File: config.mk
export PLATFORM = sky130hd
export DESIGN_NAME = fp_mult_out_fifo
export DESIGN_NICKNAME = d
export VERILOG_FILES = /design/src/rtl/fp_mult_out_fifo.sv
export SDC_FILE = /design/constraint.sdc
export NUM_CORES = 1
export LEC_CHECK = 0
export ABC_AREA = 1
export CAP_MARGIN = 20
export CORE_MARGIN = 4
export CORE_UTILIZATION = 45
export CTS_BUF_LIST = sky130_fd_sc_hd__clkbuf_4 sky130_fd_sc_hd__clkbuf_8 sky130_fd_sc_hd__clkbuf_16
export CTS_CLUSTER_DIAMETER = 30
export DETAILED_ROUTE_END_ITERATION = 6
export PLACE_DENSITY_LB_ADDON = 0.15
export SLEW_MARGIN = 25
export SYNTH_ARGS = -nofsm -noshare
export SYNTH_HDL_FRONTEND = slang
export SYNTH_SLANG_ARGS = --single-unit
File: constraint.sdc
create_clock -name clk -period 3.4 [get_ports clk]
set_input_delay 0.85 -clock clk [delete_from_list [all_inputs] [get_ports clk]]
set_output_delay 0.85 -clock clk [all_outputs]
set_load 0.02 [all_outputs]
File: src/rtl/fp_mult_out_fifo.sv
// -----------------------------------------------------------------------------
// fp_mult_out_fifo
//
// Output buffer for the floating-point multiplier. Each entry holds the 32-bit
// IEEE-754 single-precision product plus the multiplier status flags
// {nan, exp_overflow, zero}. Reads are first-word fall-through: the head entry
// is always visible on out_res/out_flags while out_valid is high. There is no
// combinational path from in_* to out_*; a pushed entry becomes visible one
// clock after the push edge.
//
// Besides buffering, the block keeps two status views of everything accepted:
//   - sticky_flags : OR of the flags of all pushed entries since the last
//                    clr_sticky (a push in the clearing cycle still lands)
//   - nan_cnt      : saturating count of pushed NaN entries (clr_sticky does
//                    not touch it; only reset clears it)
//
// Parameters
//   DEPTH           entry count, power of two, >= 2
//
// Ports
//   clk             single clock, rising edge
//   rst             asynchronous, active-high reset
//   in_valid        multiplier result present
//   in_ready        FIFO can accept an entry (count != DEPTH)
//   in_res          32-bit product
//   in_exp_overflow multiplier overflow flag
//   in_nan          multiplier NaN flag
//   in_zero         multiplier zero flag
//   out_valid       head entry present (count != 0)
//   out_ready       consumer takes the head entry
//   out_res         head entry product
//   out_flags       head entry flags {nan, exp_overflow, zero}
//   count           occupied entries
//   clr_sticky      clears sticky_flags
//   sticky_flags    accumulated {nan, exp_overflow, zero}
//   nan_cnt         saturating count of accepted NaN entries
// -----------------------------------------------------------------------------
module fp_mult_out_fifo #(
    parameter int DEPTH = 4
) (
    input  logic                       clk,
    input  logic                       rst,
    input  logic                       in_valid,
    output logic                       in_ready,
    input  logic [31:0]                in_res,
    input  logic                       in_exp_overflow,
    input  logic                       in_nan,
    input  logic                       in_zero,
    output logic                       out_valid,
    input  logic                       out_ready,
    output logic [31:0]                out_res,
    output logic [2:0]                 out_flags,
    output logic [$clog2(DEPTH+1)-1:0] count,
    input  logic                       clr_sticky,
    output logic [2:0]                 sticky_flags,
    output logic [7:0]                 nan_cnt
);

    localparam int PW = (DEPTH > 1) ? $clog2(DEPTH) : 1;
    localparam int CW = $clog2(DEPTH + 1);
    localparam int EW = 35;

    localparam logic [CW-1:0] FULL_CNT = CW'(DEPTH);
    localparam logic [7:0]    NAN_MAX  = 8'd255;

    // ------------------------------------------------------------------
    // Storage and registered state
    // ------------------------------------------------------------------
    logic [EW-1:0] mem [DEPTH];

    logic [PW-1:0] wr_ptr;
    logic [PW-1:0] rd_ptr;
    logic [CW-1:0] count_q;
    logic [2:0]    sticky_q;
    logic [7:0]    nan_cnt_q;

    // ------------------------------------------------------------------
    // Handshake decode
    // ------------------------------------------------------------------
    logic          push;
    logic          pop;
    logic [2:0]    in_flags;
    logic [EW-1:0] in_entry;
    logic [EW-1:0] head_entry;

    // Ready/valid come only from the registered count, so a pop in the same
    // cycle never opens a slot for a push into a full buffer.
    assign in_ready  = (count_q != FULL_CNT);
    assign out_valid = (count_q != '0);

    assign push = in_valid & in_ready;
    assign pop  = out_valid & out_ready;

    assign in_flags = {in_nan, in_exp_overflow, in_zero};
    assign in_entry = {in_flags, in_res};

    // ------------------------------------------------------------------
    // Next-state logic
    // ------------------------------------------------------------------
    logic [PW-1:0] wr_ptr_nxt;
    logic [PW-1:0] rd_ptr_nxt;
    logic [CW-1:0] count_nxt;
    logic [2:0]    sticky_nxt;
    logic [7:0]    nan_cnt_nxt;

    // DEPTH is a power of two, so the natural PW-bit rollover is the
    // modulo-DEPTH wrap.
    always_comb begin
        wr_ptr_nxt = wr_ptr;
        rd_ptr_nxt = rd_ptr;
        if (push) begin
            wr_ptr_nxt = wr_ptr + PW'(1);
        end
        if (pop) begin
            rd_ptr_nxt = rd_ptr + PW'(1);
        end
    end

    always_comb begin
        count_nxt = count_q;
        unique case ({push, pop})
            2'b10:   count_nxt = count_q + CW'(1);
            2'b01:   count_nxt = count_q - CW'(1);
            default: count_nxt = count_q;
        endcase
    end

    // Clear first, then OR in the current push so a same-cycle flag survives.
    always_comb begin
        sticky_nxt = clr_sticky ? 3'b000 : sticky_q;
        if (push) begin
            sticky_nxt = sticky_nxt | in_flags;
        end
    end

    always_comb begin
        nan_cnt_nxt = nan_cnt_q;
        if (push && in_nan && (nan_cnt_q != NAN_MAX)) begin
            nan_cnt_nxt = nan_cnt_q + 8'd1;
        end
    end

    // ------------------------------------------------------------------
    // Registers
    // ------------------------------------------------------------------
    always_ff @(posedge clk or posedge rst) begin
        if (rst) begin
            wr_ptr    <= '0;
            rd_ptr    <= '0;
            count_q   <= '0;
            sticky_q  <= 3'b000;
            nan_cnt_q <= 8'd0;
        end else begin
            wr_ptr    <= wr_ptr_nxt;
            rd_ptr    <= rd_ptr_nxt;
            count_q   <= count_nxt;
            sticky_q  <= sticky_nxt;
            nan_cnt_q <= nan_cnt_nxt;
        end
    end

    // Storage is not reset; stale contents are unreachable because the
    // pointers and count are.
    always_ff @(posedge clk) begin
        if (push) begin
            mem[wr_ptr] <= in_entry;
        end
    end

    // ------------------------------------------------------------------
    // Outputs
    // ------------------------------------------------------------------
    assign head_entry   = mem[rd_ptr];
    assign out_res      = head_entry[31:0];
    assign out_flags    = head_entry[34:32];
    assign count        = count_q;
    assign sticky_flags = sticky_q;
    assign nan_cnt      = nan_cnt_q;

endmodule

==> flow_summary.ini, run 1 <==
[status]
outcome = finished, final reports clean

[run]
maxCapViolations = 0

[worst_setup_path]
crit_arrival_ns = 2.30
crit_type = reg2out
cp-start-kind = flop
path_delay_family = buffers and inverters
crit_slowest_cell = clkdlybuf4s50_1
path_max_fanout = 46
path_cells = inv_2 -> buf_4 -> nor2_1 -> o22ai_1 -> clkdlybuf4s50_1
crit_buf_inv = 3
worst_ep_required_time_ns = 2.55
cpPeakStageDelay_ns = 0.64
end_kind = primary output

[drt]
vias = 3957
routed_wl_mm = 12.93
drc = 0
drtPass1Iterations = 4
ant_nets = 0
wl_per_cell_um = 16.93
vias_per_cell = 5.179
drtIter0Drc = 312

[clocking]
htree_levels = 4
ctsResizeCount = 0
post-cts-setup-buffers = 0
clockBufferDepth = 2
root_buffer = clkbuf_16
clk_latency_ns = 0.42
path_clk_slew_ns = 0.06
cts_sinks = 158
cts_tree = done
ctsHoldBuffers = 0
cts_buffers = 17

[grt]
grt_pass1_vias = 3921
grt_usage = 0.1661
grt_overflow = 0
grt_pass1_wl_mm = 20.62
antenna_found_initial = 1
grt_max_degree = 47

[floorplanning]
die_x_um = 126.0
initial_utilization = 0.4655
die_y_um = 126.0
dieArea_mm2 = 0.01587
core_mm2 = 0.01345
io_pins = 91
rows = 42

[place]
portBuffers = 90
post-dp-hpwl_mm = 7.770
gp_congestion = 0.7512
post-place-cells = 732

[sta]
tns_ns = 0
grt_setup_unrepaired = false
hold_ws_ns = 0.5323
timing_max_transition_violations_final = 0
post-route-period-util = 0.9270
finalSetupViolations = 0
min_period_ns = 3.152
hold_viol_final = 0
tightest_slew_ns = 0.7008
finClkSkew_ns = 0.005170
clock.fmax_ghz = 0.3173
relSlewSlack = 0.5323

[pwr]
power_w = 0.007473
power-per-cell-area_mw_per_mm2 = 938.5
leakagePower_nw = 2.829
irDropWorstVdd_uv = 448.6

[synth]
syn-mean-instance-area_um2 = 13.18
synth_cell_types = 26
ys.warnings.count = 0
synth_seq_cells = 158
synthCells = 475
syn_nets = 522
ys_seq_area_frac = 0.7433
netlist_area_mm2 = 0.006262

[cells_and_area]
layoutNonFillerInstCount = 764
nets = 622
final_util = 0.5919
layout.cells.most_common = edfxtp_1
final_cell_mix = edfxtp_1, clkdlybuf4s50_1, nor2_1, nand2_1
syn_to_final_growth_pct = 27.15
drive_gt1_frac = 0.1020
antennaDiodeCount = 0
fillers = 1108

[min_path]
hold_path.class = reg2reg
-- cell usage after synthesis (all sizes together) --
library cell  count  area share
a21boi            1      0.0030
clkbuf            1     0.00060
nand3            11       0.012
o21ai            78       0.062
nand2            49       0.033
dfrtp            18       0.072
xor2              4      0.0056
nor2             82       0.053
edfxtp          140        0.67
inv              25       0.015
xnor2             1      0.0014
buf              21       0.017
o22ai            35       0.035
fa                1      0.0032
ha                6       0.012
a21oi             2      0.0034
-- cell families (layout without fill, tap and decap cells) --
group / Yosys count / after routing / synth area share
AO/OA/AOI/OAI: 116 / 116 / 0.1037
buffers and inverters: 47 / 160 / 0.03277
flip-flops: 158 / 158 / 0.7433
XOR/XNOR: 5 / 5 / 0.006993
adder cells (fa/ha/maj): 7 / 7 / 0.01518
AND/OR/NAND/NOR: 142 / 142 / 0.09810
-- per-stage QoR --
step	cell area [um2]	setup WS, ns
global placement	7413	0.6802
global route	7963	0.1082
detailed placement	7413	0.6696
floorplan	6262	0.5749
finish	7963	0.2481
CTS	7963	0.2111
-- worst min-delay path, delay by kind of cell, from the launching register on --
kind / cells / cell delay [ns]
AO/OA/AOI/OAI: 1 / 0.06
flip-flops: 1 / 0.38
buffers and inverters: 1 / 0.05
-- worst paths after layout --
kind	startpoint	endpoint	slack [ns]	depth (start not counted)
min reg2reg	sticky_flags[2]	sticky_flags[2]	0.53	2
max reg2reg	count[0]	count[2]	1.32	9
min	sticky_flags[2]	sticky_flags[2]	0.53	2
max in group asynchronous	rst	rd_ptr[0]	2.07	2
max	rd_ptr[0]	out_res[18]	0.25	5
min in group asynchronous	rst	nan_cnt[4]	0.84	2
-- layout make-up --
| type | instances | area [um2] | area share |
|---|---|---|---|
| Sequential cell | 158 | 4656 | 0.5847 |
| Multi-Input combinational cell | 270 | 1433 | 0.1799 |
| Timing Repair Buffer | 103 | 1011 | 0.1270 |
| Clock buffer | 20 | 447.9 | 0.05625 |
| Tap cell | 176 | 220.2 | 0.02766 |
| Clock inverter | 12 | 101.3 | 0.01273 |
| Inverter | 25 | 93.84 | 0.01179 |
-- layer usage --
| metal | track usage | share of wire | up-vias | routed length [um] |
|---|---|---|---|---|
| met4 | 0.04732 | 0.011 | 2 | 138 |
| met5 | 0 | 0.0014 | - | 18 |
| met2 | 0.2707 | 0.49 | 87 | 6382 |
| met1 | 0.2153 | 0.44 | 1939 | 5748 |
| li1 | - | - | 1913 | - |
| met3 | 0.05377 | 0.050 | 16 | 646 |
-- report_power, final --
part	leakage (nW)	internal (W)	total (W)	switching, W
Combinational	1.05	0.00117	0.00298	0.00180
Clock	0.274	0.00108	0.00177	0.000690
Sequential	1.51	0.00256	0.00272	0.000163
Total	2.83	0.00482	0.00747	0.00266
-- registers in the layout, indices dropped and copies added (netlist names) --
signal        flops
mem             140
nan_cnt           8
count             3
sticky_flags      3
rd_ptr            2
wr_ptr            2
No activity file was read; power rests on OpenSTA's default activity.
==> run 2, diff against run 1 <==
--- a/config.mk
+++ b/config.mk
@@ -8,10 +8,11 @@
 export ABC_AREA = 1
 export CAP_MARGIN = 20
 export CORE_MARGIN = 4
-export CORE_UTILIZATION = 45
+export CORE_UTILIZATION = 63
 export CTS_BUF_LIST = sky130_fd_sc_hd__clkbuf_4 sky130_fd_sc_hd__clkbuf_8 sky130_fd_sc_hd__clkbuf_16
 export CTS_CLUSTER_DIAMETER = 30
 export DETAILED_ROUTE_END_ITERATION = 6
+export DONT_BUFFER_PORTS = 1
 export PLACE_DENSITY_LB_ADDON = 0.15
 export SLEW_MARGIN = 25
 export SYNTH_ARGS = -nofsm -noshare
==> flow_summary.ini, run 2 (synthesis results as in run 1) <==
[status]
outcome = finished, final reports clean

[floorplanning]
rows = 36
die_y_um = 107.7
core_mm2 = 0.009729
die_x_um = 107.7
initial_utilization = 0.6436
dieArea_mm2 = 0.01160
io_pins = 91

[drt]
drt-met1-wl_mm = 4.748
ant_nets = 0
vias = 3670
drc = 0
routed_wl_mm = 11.99
met3_length_um = 923
vias_per_cell = 5.789
met2_length_mm = 6.193
drtIter0Drc = 254
topRoutingLayerUsed = met4
wl_per_cell_um = 18.91
drtPass1Iterations = 4

[sta]
clock.fmax_ghz = 0.3145
min_period_ns = 3.179
tns_ns = 0
grt_setup_unrepaired = false
timing_max_transition_violations_final = 0
finalSetupViolations = 0
relSlewSlack = 0.5097
hold_viol_final = 0
post-route-period-util = 0.9351
finClkSkew_ns = 0.006666
tightest_slew_ns = 0.7346

[pwr]
intPower_w = 0.004224
clkPwrFrac = 0.265
comb_power_share = 0.315
switchingPower_w = 0.002555
switching_share = 0.3770
power-per-cell-area_mw_per_mm2 = 961.7
power_w = 0.006779
irDropWorstVdd_uv = 545.4
pwr-share-seq = 0.420
leakagePower_nw = 2.488

[cells_and_area]
drive_gt1_frac = 0.1417
nets = 535
layout.cells.most_common = edfxtp_1
largest_register_ffs = 140
stdcell_area_mm2 = 0.007049
final_cell_mix = edfxtp_1, nor2_1, nand2_1, o21ai_0, o21ai_1
largest-register = mem
multiInputGateArea_mm2 = 0.001439
fillers = 671
antennaDiodeCount = 0
layout.area.seq_mm2 = 0.004656
syn_to_final_growth_pct = 12.57

[clocking]
cts_sinks = 158
ctsHoldBuffers = 0
cts_tree = done
clockBufferDepth = 2
ctsResizeCount = 0
path_clk_slew_ns = 0.06
clk_latency_ns = 0.51
root_buffer = clkbuf_8
post-cts-setup-buffers = 0
htree_levels = 4
cts_buffers = 17

[worst_setup_path]
cp-start-kind = flop
path_max_fanout = 39
cpPeakStageDelay_ns = 0.73
crit_arrival_ns = 2.33
crit_buf_inv = 1
path_delay_family = flip-flops
end_kind = primary output
reg2reg_to = count[2]
reg2reg_from = count[0]
reg2reg_depth = 9
crit_slowest_cell = dfrtp_2
worst_ep_required_time_ns = 2.55
path_cells = buf_4 -> o21ai_0 -> o22ai_1
crit_type = reg2out
ff2ff_setup_slack_ns = 1.15

[min_path]
hold_path.class = in2async

[place]
place_area_mm2 = 0.006469
portBuffers = 0
post-dp-hpwl_mm = 7.026
gp_congestion = 0.7598

[grt]
grt_max_degree = 51
grt_pass1_wl_mm = 18.84
grt_overflow = 0
grt_pass1_vias = 3747
antenna_found_initial = 0
grt_usage = 0.2186

[run]
maxCapViolations = 0
[run 2: worst max path at each step]
stage / slack [ns] / depth (start not counted) / end / start
CTS: 0.09 / 3 / out_res[5] / rd_ptr[0]
finish: 0.22 / 3 / out_res[2] / rd_ptr[0]
floorplan: 0.57 / 2 / mem[0][0] / in_valid
detailed placement: 0.67 / 3 / out_res[5] / rd_ptr[0]
global placement: 0.76 / 3 / out_res[5] / rd_ptr[0]
global route: 0.02 / 3 / out_res[18] / rd_ptr[0]
[run 2: layer usage]
metal | global-route usage | up-vias
li1 | - | 1744
met1 | 0.2597 | 1801
met2 | 0.3712 | 114
met3 | 0.08458 | 11
met4 | 0.06312 | 0
met5 | 0 | -
[run 2: area by class of cell]
| cell class | count | area share |
|---|---|---|
| Sequential cell | 158 | 0.6605 |
| Multi-Input combinational cell | 270 | 0.2041 |
| Clock buffer | 22 | 0.06496 |
| Tap cell | 133 | 0.02361 |
| Timing Repair Buffer | 16 | 0.01704 |
| Clock inverter | 10 | 0.01651 |
| Inverter | 25 | 0.01331 |
[run 2: per-stage QoR]
| stage | hold WS (ns) | util | worst slack, ns | instances |
|---|---|---|---|---|
| after global placement | 0.5904 | 0.6649 | 0.7634 | 602 |
| after floorplan | 0.5618 | - | 0.5749 | 475 |
| after detailed placement | 0.6245 | 0.6649 | 0.6707 | 602 |
| after global routing | 0.3561 | 0.7245 | 0.02484 | 634 |
| after CTS | 0.3430 | 0.7239 | 0.09105 | 634 |
| final | 0.3458 | 0.7245 | 0.2206 | 634 |
[run 2: worst reg2reg max path, delay by kind of cell (launching register included)]
kind / cells / cell delay [ns]
xor+xnor: 1 / 0.15
compound gates: 2 / 0.27
buf+inv: 1 / 0.06
flops: 1 / 0.51
fa+ha+maj: 2 / 0.54
simple gates: 3 / 0.61
[run 2: power groups by stage]
| stage | logic, W | clock network (W) | registers, W |
|---|---|---|---|
| 4_1_cts | 0.00216 | 0.00183 | 0.00285 |
| 3_3_place_gp | 0.00209 | 0 | 0.00287 |
| 3_5_place_dp | 0.00215 | 0 | 0.00289 |
| 6_report | 0.00214 | 0.00180 | 0.00285 |
| 5_1_grt | 0.00234 | 0.00192 | 0.00289 |
| 2_1_floorplan | 0.00167 | 0 | 0.00280 |
